## config.mk

```make
export PLATFORM = sky130hd
export DESIGN_NAME = decode_stage_flat
export DESIGN_NICKNAME = d
export VERILOG_FILES = /design/src/rtl/decode_pkg.sv /design/src/rtl/decode_stage_if.sv /design/src/rtl/decode_stage_regfile.sv /design/src/rtl/decode_stage.sv /design/src/flat_wrapper.sv
export SDC_FILE = /design/constraint.sdc
export NUM_CORES = 1
export LEC_CHECK = 0
export BUFFER_PORTS_ARGS = -buffer_cell sky130_fd_sc_hd__buf_2
export CORE_MARGIN = 2
export CORE_UTILIZATION = 61
export DETAILED_ROUTE_END_ITERATION = 7
export GPL_TIMING_DRIVEN = 1
export PLACE_DENSITY_LB_ADDON = 0.05
export SYNTH_ARGS = -nofsm -noshare
export SYNTH_HDL_FRONTEND = slang
export SYNTH_SLANG_ARGS = --single-unit
```

## constraint.sdc

```tcl
create_clock -name clk -period 1.56 [get_ports clk]
set_input_delay 0.312 -clock clk [delete_from_list [all_inputs] [get_ports clk]]
set_output_delay 0.312 -clock clk [all_outputs]
set_load 0.05 [all_outputs]
```

## src/rtl/decode_pkg.sv

```systemverilog
// decode_pkg: shared widths, field positions and control encodings for the decode stage
package decode_pkg;
    localparam int DW     = 19;
    localparam int IW     = 20;
    localparam int PW     = 15;
    localparam int NREG   = 19;
    localparam int RW     = 5;
    localparam int OP_LO  = 0;
    localparam int OP_HI  = 4;
    localparam int RD_LO  = 5;
    localparam int RD_HI  = 9;
    localparam int RS1_LO = 10;
    localparam int RS1_HI = 14;
    localparam int RS2_LO = 15;
    localparam int RS2_HI = 19;
    typedef enum logic [1:0] {
        CLS_R   = 2'b00,
        CLS_I   = 2'b01,
        CLS_MEM = 2'b10,
        CLS_CTL = 2'b11
    } instrClass_e;
    typedef enum logic [2:0] {
        ALU_ADD = 3'b000,
        ALU_SUB = 3'b001,
        ALU_AND = 3'b010,
        ALU_OR  = 3'b011,
        ALU_XOR = 3'b100,
        ALU_SLL = 3'b101,
        ALU_SRL = 3'b110,
        ALU_MUL = 3'b111
    } aluOp_e;
    typedef enum logic [1:0] {
        BR_NONE = 2'b00,
        BR_EQ   = 2'b01,
        BR_NE   = 2'b10,
        BR_LT   = 2'b11
    } branch_e;
    localparam logic [2:0] CTL_JMP = 3'b000;
    function automatic logic [DW-1:0] sext5(input logic [4:0] v);
        return {{(DW-5){v[4]}}, v};
    endfunction
    function automatic logic [DW-1:0] sext15(input logic [14:0] v);
        return {{(DW-15){v[14]}}, v};
    endfunction
endpackage

```

## src/rtl/decode_stage_if.sv

```systemverilog
// decode_stage_if: Decode-side inputs, W-stage writeback and the D/E register outputs
interface decode_stage_if;
    import decode_pkg::*;
    logic          RegWriteW;
    logic [IW-1:0] InstrD;
    logic [DW-1:0] ResultW;
    logic [PW-1:0] PCD;
    logic [RW-1:0] RdW;
    logic          RegWriteE;
    logic          MemWriteE;
    logic          JumpE;
    logic          ALUSrcE;
    logic          ResultSrcE;
    logic          Cant_ByteE;
    logic [1:0]    BranchE;
    logic [2:0]    ALUControlE;
    logic [DW-1:0] RD1E;
    logic [DW-1:0] RD2E;
    logic [DW-1:0] ImmExtE;
    logic [PW-1:0] PCE;
    logic [RW-1:0] RDE;
    logic [RW-1:0] RS1E;
    logic [RW-1:0] RS2E;
    modport master (
        output RegWriteW, InstrD, ResultW, PCD, RdW,
        input  RegWriteE, MemWriteE, JumpE, ALUSrcE, ResultSrcE, Cant_ByteE,
               BranchE, ALUControlE, RD1E, RD2E, ImmExtE, PCE, RDE, RS1E, RS2E
    );
    modport slave (
        input  RegWriteW, InstrD, ResultW, PCD, RdW,
        output RegWriteE, MemWriteE, JumpE, ALUSrcE, ResultSrcE, Cant_ByteE,
               BranchE, ALUControlE, RD1E, RD2E, ImmExtE, PCE, RDE, RS1E, RS2E
    );
endinterface

```

## src/rtl/decode_stage_regfile.sv

```systemverilog
// register_file: 19x19 register file, falling-edge write, two combinational reads, R0 hardwired to 0
module register_file
    import decode_pkg::*;
(
    input  logic          clk,
    input  logic          reset,
    input  logic          we,
    input  logic [RW-1:0] wa,
    input  logic [DW-1:0] wd,
    input  logic [RW-1:0] ra1,
    input  logic [RW-1:0] ra2,
    output logic [DW-1:0] rd1,
    output logic [DW-1:0] rd2
);
    logic [DW-1:0] regs [NREG];

    // Write on the falling edge so the following rising edge already sees the new value
    always_ff @(negedge clk or negedge reset) begin
        if (!reset) begin
            for (int i = 0; i < NREG; i++) regs[i] <= '0;
        end else if (we && wa != '0 && int'(wa) < NREG) begin
            regs[wa] <= wd;
        end
    end

    assign rd1 = (ra1 != '0 && int'(ra1) < NREG) ? regs[ra1] : '0;
    assign rd2 = (ra2 != '0 && int'(ra2) < NREG) ? regs[ra2] : '0;
endmodule

```

## src/rtl/decode_stage.sv

```systemverilog
// decode_stage: instruction decode, operand read and D/E pipeline register
module decode_stage
    import decode_pkg::*;
(
    input logic           clk,
    input logic           reset,
    decode_stage_if.slave bus
);
    logic [RW-1:0] rd, rs1, rs2;
    logic [2:0]    func;
    instrClass_e   cls;
    logic          regWrite, memWrite, jump, aluSrc, resultSrc, cantByte;
    branch_e       branch;
    aluOp_e        aluCtl;
    logic [DW-1:0] immExt, rd1, rd2;

    assign func = bus.InstrD[OP_HI-2:OP_LO];
    assign cls  = instrClass_e'(bus.InstrD[OP_HI:OP_HI-1]);
    assign rd   = bus.InstrD[RD_HI:RD_LO];
    assign rs1  = bus.InstrD[RS1_HI:RS1_LO];
    assign rs2  = bus.InstrD[RS2_HI:RS2_LO];

    register_file u_rf (
        .clk   (clk),
        .reset (reset),
        .we    (bus.RegWriteW),
        .wa    (bus.RdW),
        .wd    (bus.ResultW),
        .ra1   (rs1),
        .ra2   (rs2),
        .rd1   (rd1),
        .rd2   (rd2)
    );

    // Control decode and immediate selection; the rs2 and rd fields double as immediate sources
    always_comb begin
        regWrite  = 1'b0;
        memWrite  = 1'b0;
        jump      = 1'b0;
        aluSrc    = 1'b0;
        resultSrc = 1'b0;
        cantByte  = 1'b0;
        branch    = BR_NONE;
        aluCtl    = ALU_ADD;
        immExt    = '0;
        case (cls)
            CLS_R: begin
                regWrite = 1'b1;
                aluCtl   = aluOp_e'(func);
            end
            CLS_I: begin
                regWrite = 1'b1;
                aluSrc   = 1'b1;
                aluCtl   = aluOp_e'(func);
                immExt   = sext5(rs2);
            end
            CLS_MEM: begin
                aluSrc    = 1'b1;
                cantByte  = func[1];
                memWrite  = func[0];
                regWrite  = !func[0];
                resultSrc = !func[0];
                immExt    = func[0] ? sext5(rd) : sext5(rs2);
            end
            CLS_CTL: begin
                if (func == CTL_JMP) begin
                    jump   = 1'b1;
                    immExt = sext15(bus.InstrD[IW-1:RD_LO]);
                end else if (!func[2]) begin
                    branch = branch_e'(func[1:0]);
                    aluCtl = ALU_SUB;
                    immExt = sext5(rd);
                end
            end
        endcase
    end

    // D/E pipeline register; reset clears every output immediately
    always_ff @(posedge clk or negedge reset) begin
        if (!reset) begin
            bus.RegWriteE   <= 1'b0;
            bus.MemWriteE   <= 1'b0;
            bus.JumpE       <= 1'b0;
            bus.ALUSrcE     <= 1'b0;
            bus.ResultSrcE  <= 1'b0;
            bus.Cant_ByteE  <= 1'b0;
            bus.BranchE     <= '0;
            bus.ALUControlE <= '0;
            bus.RD1E        <= '0;
            bus.RD2E        <= '0;
            bus.ImmExtE     <= '0;
            bus.PCE         <= '0;
            bus.RDE         <= '0;
            bus.RS1E        <= '0;
            bus.RS2E        <= '0;
        end else begin
            bus.RegWriteE   <= regWrite;
            bus.MemWriteE   <= memWrite;
            bus.JumpE       <= jump;
            bus.ALUSrcE     <= aluSrc;
            bus.ResultSrcE  <= resultSrc;
            bus.Cant_ByteE  <= cantByte;
            bus.BranchE     <= branch;
            bus.ALUControlE <= aluCtl;
            bus.RD1E        <= rd1;
            bus.RD2E        <= rd2;
            bus.ImmExtE     <= immExt;
            bus.PCE         <= bus.PCD;
            bus.RDE         <= rd;
            bus.RS1E        <= rs1;
            bus.RS2E        <= rs2;
        end
    end
endmodule

```

## src/flat_wrapper.sv

```systemverilog
// flat-port wrapper written by rule: the top's interface ports become plain ports
module decode_stage_flat import decode_pkg::*;
  (clk, reset, bus_RegWriteW, bus_InstrD, bus_ResultW, bus_PCD, bus_RdW, bus_RegWriteE, bus_MemWriteE, bus_JumpE, bus_ALUSrcE, bus_ResultSrcE, bus_Cant_ByteE, bus_BranchE, bus_ALUControlE, bus_RD1E, bus_RD2E, bus_ImmExtE, bus_PCE, bus_RDE, bus_RS1E, bus_RS2E);
  decode_stage_if bus_i ();
  input logic clk;
  input logic reset;
  input wire logic [$bits(bus_i.RegWriteW)-1:0] bus_RegWriteW;
  input wire logic [$bits(bus_i.InstrD)-1:0] bus_InstrD;
  input wire logic [$bits(bus_i.ResultW)-1:0] bus_ResultW;
  input wire logic [$bits(bus_i.PCD)-1:0] bus_PCD;
  input wire logic [$bits(bus_i.RdW)-1:0] bus_RdW;
  output wire logic [$bits(bus_i.RegWriteE)-1:0] bus_RegWriteE;
  output wire logic [$bits(bus_i.MemWriteE)-1:0] bus_MemWriteE;
  output wire logic [$bits(bus_i.JumpE)-1:0] bus_JumpE;
  output wire logic [$bits(bus_i.ALUSrcE)-1:0] bus_ALUSrcE;
  output wire logic [$bits(bus_i.ResultSrcE)-1:0] bus_ResultSrcE;
  output wire logic [$bits(bus_i.Cant_ByteE)-1:0] bus_Cant_ByteE;
  output wire logic [$bits(bus_i.BranchE)-1:0] bus_BranchE;
  output wire logic [$bits(bus_i.ALUControlE)-1:0] bus_ALUControlE;
  output wire logic [$bits(bus_i.RD1E)-1:0] bus_RD1E;
  output wire logic [$bits(bus_i.RD2E)-1:0] bus_RD2E;
  output wire logic [$bits(bus_i.ImmExtE)-1:0] bus_ImmExtE;
  output wire logic [$bits(bus_i.PCE)-1:0] bus_PCE;
  output wire logic [$bits(bus_i.RDE)-1:0] bus_RDE;
  output wire logic [$bits(bus_i.RS1E)-1:0] bus_RS1E;
  output wire logic [$bits(bus_i.RS2E)-1:0] bus_RS2E;
  assign bus_i.RegWriteW = bus_RegWriteW;
  assign bus_i.InstrD = bus_InstrD;
  assign bus_i.ResultW = bus_ResultW;
  assign bus_i.PCD = bus_PCD;
  assign bus_i.RdW = bus_RdW;
  assign bus_RegWriteE = bus_i.RegWriteE;
  assign bus_MemWriteE = bus_i.MemWriteE;
  assign bus_JumpE = bus_i.JumpE;
  assign bus_ALUSrcE = bus_i.ALUSrcE;
  assign bus_ResultSrcE = bus_i.ResultSrcE;
  assign bus_Cant_ByteE = bus_i.Cant_ByteE;
  assign bus_BranchE = bus_i.BranchE;
  assign bus_ALUControlE = bus_i.ALUControlE;
  assign bus_RD1E = bus_i.RD1E;
  assign bus_RD2E = bus_i.RD2E;
  assign bus_ImmExtE = bus_i.ImmExtE;
  assign bus_PCE = bus_i.PCE;
  assign bus_RDE = bus_i.RDE;
  assign bus_RS1E = bus_i.RS1E;
  assign bus_RS2E = bus_i.RS2E;
  decode_stage u_core (.clk(clk), .reset(reset), .bus(bus_i));
endmodule
```

==> results of run 1 <==
## area by class of cell
cell class | count | area (µm²)
sequential | 455 | 11400
multi-input combinational | 896 | 10900
timing repair buffer | 604 | 6030
fill | 1542 | 4850
clock buffer | 78 | 1500
tap | 461 | 577
clock inverter | 14 | 151
inverter | 24 | 90.1
antenna | 2 | 5.00
## worst paths after layout
check                                      startpoint                     end  slack (ps)  cells after the start
worst max-delay path            u_core.u_rf.regs[140]      u_core.bus.RD1E[7]        -790                      4
worst min-delay path                   bus_InstrD[17]      u_core.bus.RS2E[2]          30                      2
worst max register to register  u_core.u_rf.regs[140]      u_core.bus.RD1E[7]        -790                      4
min in group asynchronous                       reset  u_core.bus.ImmExtE[11]         300                      3
max in group asynchronous                       reset    u_core.u_rf.regs[93]         120                      4
worst min register to register  u_core.u_rf.regs[354]   u_core.u_rf.regs[354]         320                      0
## state kept, by name (all words and copies together) (netlist names), 5 cells and up
name and cells:
u_core.bus.ImmExtE 15, u_core.bus.PCE 15, u_core.bus.RD1E 19, u_core.bus.RD2E 19, u_core.bus.RDE 5, u_core.bus.RS1E 5
u_core.bus.RS2E 5, u_core.u_rf.regs 361
## per-layer routing
metal | up-vias | GRT usage, %
li1 | 6771 | -
met1 | 8687 | 51.5
met2 | 1166 | 63.1
met3 | 373 | 12.4
met4 | 4 | 30.3
met5 | - | 0
## cells by family (layout without fill, tap and decap cells)
logic type,Yosys count,in the layout,synth area share [%]
buf+inv,170,720,3.58
other cells,0,2,0
compound gates,219,219,7.03
mux,570,570,34.7
simple gates,102,102,2.53
fa+ha+maj,5,5,0.285
flops,455,455,51.9
## Yosys cell counts (24+ instances only)
cell      count
buf_2        52
nor2_1       27
clkbuf_1     69
mux4_2      114
a22o_1       38
mux2i_1      75
inv_1        24
mux2_2      371
dfrtp_1      94
a21oi_1      31
dfrtn_1     361
o21ai_0      47
nand2_1      29
## power by group
part / internal (µW) / leakage (µW) / switching, µW
Sequential: 13900 / 0.00582 / 1460
Combinational: 5330 / 0.00789 / 4220
Clock: 7080 / 0.000819 / 4940
## metrics by stage
stage	hold WS [ps]	total power [µW]
global placement	317	23300
floorplan	16.4	20200
finish	32.9	37000
detailed placement	318	23700
global route	38.4	38100
CTS	6.89	36200
## what timing repair did
item,in CTS,in global routing
hold buffers,29,0
cloned,21,2
pin swaps,28,22
endpoints found under the setup margin,386,411
hold endpoints to repair,122,0
resized for setup,187,73
setup buffers,31,26
==> summary.txt, run 1 <==
STA
  • Clock Skew: 28.0 ps
  • Final hold violation count: 0
  • Slew headroom: 67.2%
  • Max Transition Viols Final: 0
  • Final TNS setup: -196080 ps
  • RSZ-0062 raised after global routing: true
  • Setup slack after layout: -788 ps
  • Final setup viols: 381
  • Worst slew pin tran: 491 ps

Yosys
  • Synth Cell Area: 0.0219 mm²
  • Post-synth top flop: dfrtn_1
  • Top area cells in the synthesized netlist: dfrtn_1, mux2_2, mux4_2
  • Yosys cell types: 45
  • Synthesized instance count: 1521
  • Register area share after synthesis: 51.9%
  • Syn_area_per_cell: 14.4 µm²
  • Synth Register Bits: 455
  • Warnings from Yosys: 0
  • Fraction of registers with async set/reset: 100%
  • Synth top area share: 41.2%
  • Synthesized Nets: 1588
  • Synth area leader: dfrtn_1
  • EDFF count, synth: 0

Global route
  • Vias in the first global route: 18200
  • First-pass GRT wire length: 116 mm
  • Pin count of the biggest net entering global routing: 55
  • Initial antenna violation count: 5
  • GRT Total Usage: 41.7%
  • GR Overflow Total: 0

Power
  • Power Density: 1210 mW/mm²
  • Worst IR Drop VDD: 1.81 mV
  • Static leakage: 0.0145 µW

Drt
  • Vias/cell: 6.71
  • DR pass1 iterations: 7
  • Highest metal used: met5
  • Met2 WL: 35.9 mm
  • Vias: 17000
  • Drt total wl: 79.0 mm
  • DRC Markers: 0
  • Met1 wire length: 28.9 mm
  • Post-DRT Antenna Nets: 0
  • Drt wl/cell: 31.2 µm
  • Met3 Routed Length: 7.75 mm
  • Iteration-0 DRC Markers: 1804

Finish
  • Nets: 2097
  • Final Instance Area: 0.0306 mm²
  • Most frequent cells in the layout: dfrtn_1, buf_4, mux2_2
  • Commonest non-fill, non-tap cell in the layout: dfrtn_1
  • Layout cells sized above 1: 60.1%
  • Finished Layout Cells: 2534
  • Layout Area Growth over Synthesis: 39.6%
  • Post-layout util: 86.3%

Clock tree
  • Number of CTS-inserted buffers: 49
  • TritonCTS clock tree: built
  • Worst-Skew Late Latency: 600 ps
  • # clock sinks: 455
  • Clk buf depth: 3
  • H-Tree Level Count: 2
  • Root Buffer: clkbuf_16
  • Clk slew on worst S/H paths: 60 ps

Critical path
  • Worst setup SP type: flip-flop
  • Worst Path Buf+Inv: 0
  • CP required: 2020 ps
  • Critical path endpoint category: flip-flop
  • Arr. time, crit path: 2810 ps
  • Delay-heaviest family, CP: multiplexers
  • Crit-path cells: mux4_2, mux2i_2, nor2_1, a211o_1
  • Crit Path Max Fanout: 3
  • Setup CP Type: reg -> reg
  • CP max stage delay: 510 ps
  • Worst path slowest cell: mux4_2

Floorplan
  • IO Count: 160
  • # rows: 69
  • Core ar.: 0.0355 mm²
  • Initial Util: 61.8%
  • Die Wd: 194 µm
  • Die area: 0.0375 mm²
  • Die height: 194 µm

Place
  • Port bufs: 159
  • Placed cells: 2343
  • Worst slack, placed: -1120 ps
  • Final GP Congestion: 0.893
  • DP HPWL: 45.7 mm
  • Placed standard-cell area: 0.0267 mm²

Status
  • Failing checks: negative setup slack
  • Outcome: complete, but fails checks

Job
  • Max Cap Viol: 0

Min path
  • Hold Crit Class: in -> reg
Note: power is estimated with default switching activity, not from simulation.
==> inputs of run 2 (changes only) <==
- CORE_UTILIZATION: 61 -> 63
- CTS_BUF_LIST: default -> sky130_fd_sc_hd__clkbuf_8
==> summary.txt, run 2 (synthesis gave the netlist of run 1 again) <==
Status
  • Outcome: complete, but fails checks (unchanged)
  • Failing checks: negative setup slack (unchanged)

Critical path
  • Crit Reg-Reg Endpoint: u_core.bus.RD2E[18] (was u_core.bus.RD1E[7])
  • Critical path endpoint category: flip-flop (unchanged)
  • CP required: 2110 ps (was 2020 ps)
  • Worst setup path start: u_core.u_rf.regs[227] (was u_core.u_rf.regs[140])
  • FF-to-FF Start: u_core.u_rf.regs[227] (was u_core.u_rf.regs[140])
  • Setup CP Type: reg -> reg (unchanged)
  • Crit Path Max Fanout: 2 (was 3)
  • Reg2Reg Depth: 5 (was 4)
  • Worst Path Buf+Inv: 1 (was 0)
  • CP max stage delay: 720 ps (was 510 ps)
  • Worst path slowest cell: o22ai_1 (was mux4_2)
  • Worst setup SP type: flip-flop (unchanged)
  • Delay-heaviest family, CP: compound AO/OA/AOI/OAI gates (was multiplexers)
  • Setup slack, reg-to-reg: -1140 ps (was -790 ps)
  • Arr. time, crit path: 3250 ps (was 2810 ps)
  • Crit-path cells: buf_4, mux2i_1, o22ai_1, a211oi_2, a21oi_1 (was mux4_2, mux2i_2, nor2_1, a211o_1)

Power
  • Net Sw Power: 11500 µW (was 10600 µW)
  • Power, Total: 36700 µW (was 37000 µW)
  • Clk pwr share: 30.4% (was 32.5%)
  • Static leakage: 0.0146 µW (was 0.0145 µW)
  • Pint: 25200 µW (was 26400 µW)
  • Worst IR Drop VDD: 1.23 mV (was 1.81 mV)
  • Power Density: 1200 mW/mm² (was 1210 mW/mm²)
  • Reg power frac: 42.4% (was 41.6%)
  • Logic pwr share: 27.2% (was 25.8%)
  • Net Sw Frac: 31.3% (was 28.7%)

Floorplan
  • Die Wd: 191 µm (was 194 µm)
  • Core ar.: 0.0345 mm² (was 0.0355 mm²)
  • Die area: 0.0363 mm² (was 0.0375 mm²)
  • Initial Util: 63.7% (was 61.8%)
  • IO Count: 160 (unchanged)
  • Die height: 191 µm (was 194 µm)
  • # rows: 68 (was 69)

Finish
  • Post-layout util: 88.7% (was 86.3%)
  • Finished Layout Cells: 2567 (was 2534)
  • Commonest non-fill, non-tap cell in the layout: dfrtn_1 (unchanged)
  • Nets: 2116 (was 2097)
  • Most flop-heavy register: u_core.u_rf.regs (unchanged)
  • Max FFs per register: 361 (unchanged)
  • Most frequent cells in the layout: dfrtn_1, buf_4, mux2_2 (unchanged)
  • Fillers: 1347 (was 1542)
  • Largest registers: u_core.u_rf.regs x361, u_core.bus.RD1E x19, u_core.bus.RD2E x19 (unchanged)
  • Layout Area Growth over Synthesis: 39.4% (was 39.6%)
  • Layout cells sized above 1: 60.8% (was 60.1%)

STA
  • Worst slew pin tran: 978 ps (was 491 ps)
  • Final hold violation count: 0 (unchanged)
  • Slew headroom: 34.8% (was 67.2%)
  • Clock Skew: 82.3 ps (was 28.0 ps)
  • Setup slack after layout: -1140 ps (was -788 ps)
  • Final setup viols: 414 (was 381)
  • Max Transition Viols Final: 0 (unchanged)
  • RSZ-0062 raised after global routing: true (unchanged)

Drt
  • Post-DRT Antenna Nets: 0 (unchanged)
  • DRC Markers: 0 (unchanged)
  • Drt total wl: 87.8 mm (was 79.0 mm)
  • Vias: 18100 (was 17000)
  • Drt wl/cell: 34.2 µm (was 31.2 µm)
  • Vias/cell: 7.05 (was 6.71)
  • DR pass1 iterations: 8 (was 7)
  • Iteration-0 DRC Markers: 2111 (was 1804)

Min path
  • Hold Startpoint: bus_InstrD[13] (was bus_InstrD[17])
  • Worst Hold End: u_core.bus.RS1E[3] (was u_core.bus.RS2E[2])
  • Hold Crit Class: in -> reg (unchanged)
  • WHS Path Cells: 2 (unchanged)

Place
  • Port bufs: 159 (unchanged)
  • Final GP Congestion: 0.862 (was 0.893)
  • Worst slack, placed: -1090 ps (was -1120 ps)
  • DP HPWL: 43.4 mm (was 45.7 mm)
  • Placed cells: 2322 (was 2343)

Clock tree
  • H-Tree Level Count: 3 (was 2)
  • # clock sinks: 455 (unchanged)
  • Worst-Skew Late Latency: 670 ps (was 600 ps)
  • Clk buf depth: 3 (unchanged)
  • TritonCTS clock tree: built (unchanged)
  • Number of CTS-inserted buffers: 76 (was 49)
  • Clk slew on worst S/H paths: 60 ps (about the same)
  • Root Buffer: clkbuf_8 (was clkbuf_16)

Global route
  • Initial antenna violation count: 4 (was 5)
  • Vias in the first global route: 19100 (was 18200)
  • GRT Total Usage: 46.5% (was 41.7%)
  • GR Overflow Total: 0 (unchanged)
  • First-pass GRT wire length: 122 mm (was 116 mm)
  • Pin count of the biggest net entering global routing: 73 (was 55)

Job
  • Max Cap Viol: 0 (unchanged)
==> run 2: cell count changes in the layout (fill, tap and decap cells not counted), moves of 4 or more <==
cell and change:
inv_1 +28, clkbuf_8 +86, clkbuf_1 -16, clkbuf_4 +23, clkbuf_16 -53, buf_2 -35, buf_4 +7, buf_12 -4
==> run 2: final cells by class <==
cell class | instances | area (µm²) | area share [%]
Sequential cell | 455 | 11400 | 37.2
Multi-Input combinational cell | 896 | 11000 | 35.9
Timing Repair Buffer | 596 | 5990 | 19.6
Clock buffer | 96 | 1320 | 4.32
Tap cell | 455 | 569 | 1.86
Clock inverter | 40 | 224 | 0.733
Inverter | 24 | 90.1 | 0.295
Antenna cell | 5 | 12.5 | 0.0409
==> run 2: worst max path at each step <==
| stage | to | slack (ps) | cells after the start |
|---|---|---|---|
| finish | u_core.bus.RD2E[18] | -1140 | 5 |
| global route | u_core.bus.RD2E[18] | -1160 | 5 |
| CTS | u_core.bus.RD1E[15] | -690 | 4 |
| detailed placement | u_core.u_rf.regs[332] | -1090 | 5 |
| global placement | u_core.u_rf.regs[127] | -1050 | 5 |
| floorplan | u_core.u_rf.regs[65] | -860 | 4 |
==> run 2: power groups by stage <==
stage          sequential (µW)  combinational [µW]  clock, µW
6_report                 15600               10000      11200
5_1_grt                  15600               10300      11600
4_1_cts                  15200                9070      10900
3_5_place_dp             15300                8390          0
3_3_place_gp             15200                8130          0
2_1_floorplan            15800                4400          0
==> run 2: metrics by stage <==
stage / TNS, ps / hold slack (ps) / cell area, µm²
after floorplan: -231130 / 16.4 / 22600
after global placement: -339990 / 320 / 26500
after detailed placement: -351220 / 323 / 26500
after CTS: -132720 / 15.3 / 30200
after global routing: -172590 / 0.766 / 30600
final: -167490 / 10.4 / 30600
==> run 2: repair_timing <==
item / in CTS / in global routing
resized for setup: 228 / 130
hold endpoints to repair: 78 / 0
hold buffers: 29 / 0
buffers inserted: 45 / 24
pin swaps: 30 / 27
cloned: 26 / 1
endpoints found under the setup margin: 409 / 475
==> run 2: layer usage <==
metal	GRT usage (%)	wire length, µm	vias to the layer above
met5	0	27	-
met4	33.9	8290	4
met3	16.2	11800	591
met2	71.7	39200	1708
met1	54.3	28500	8976
li1	-	-	6812
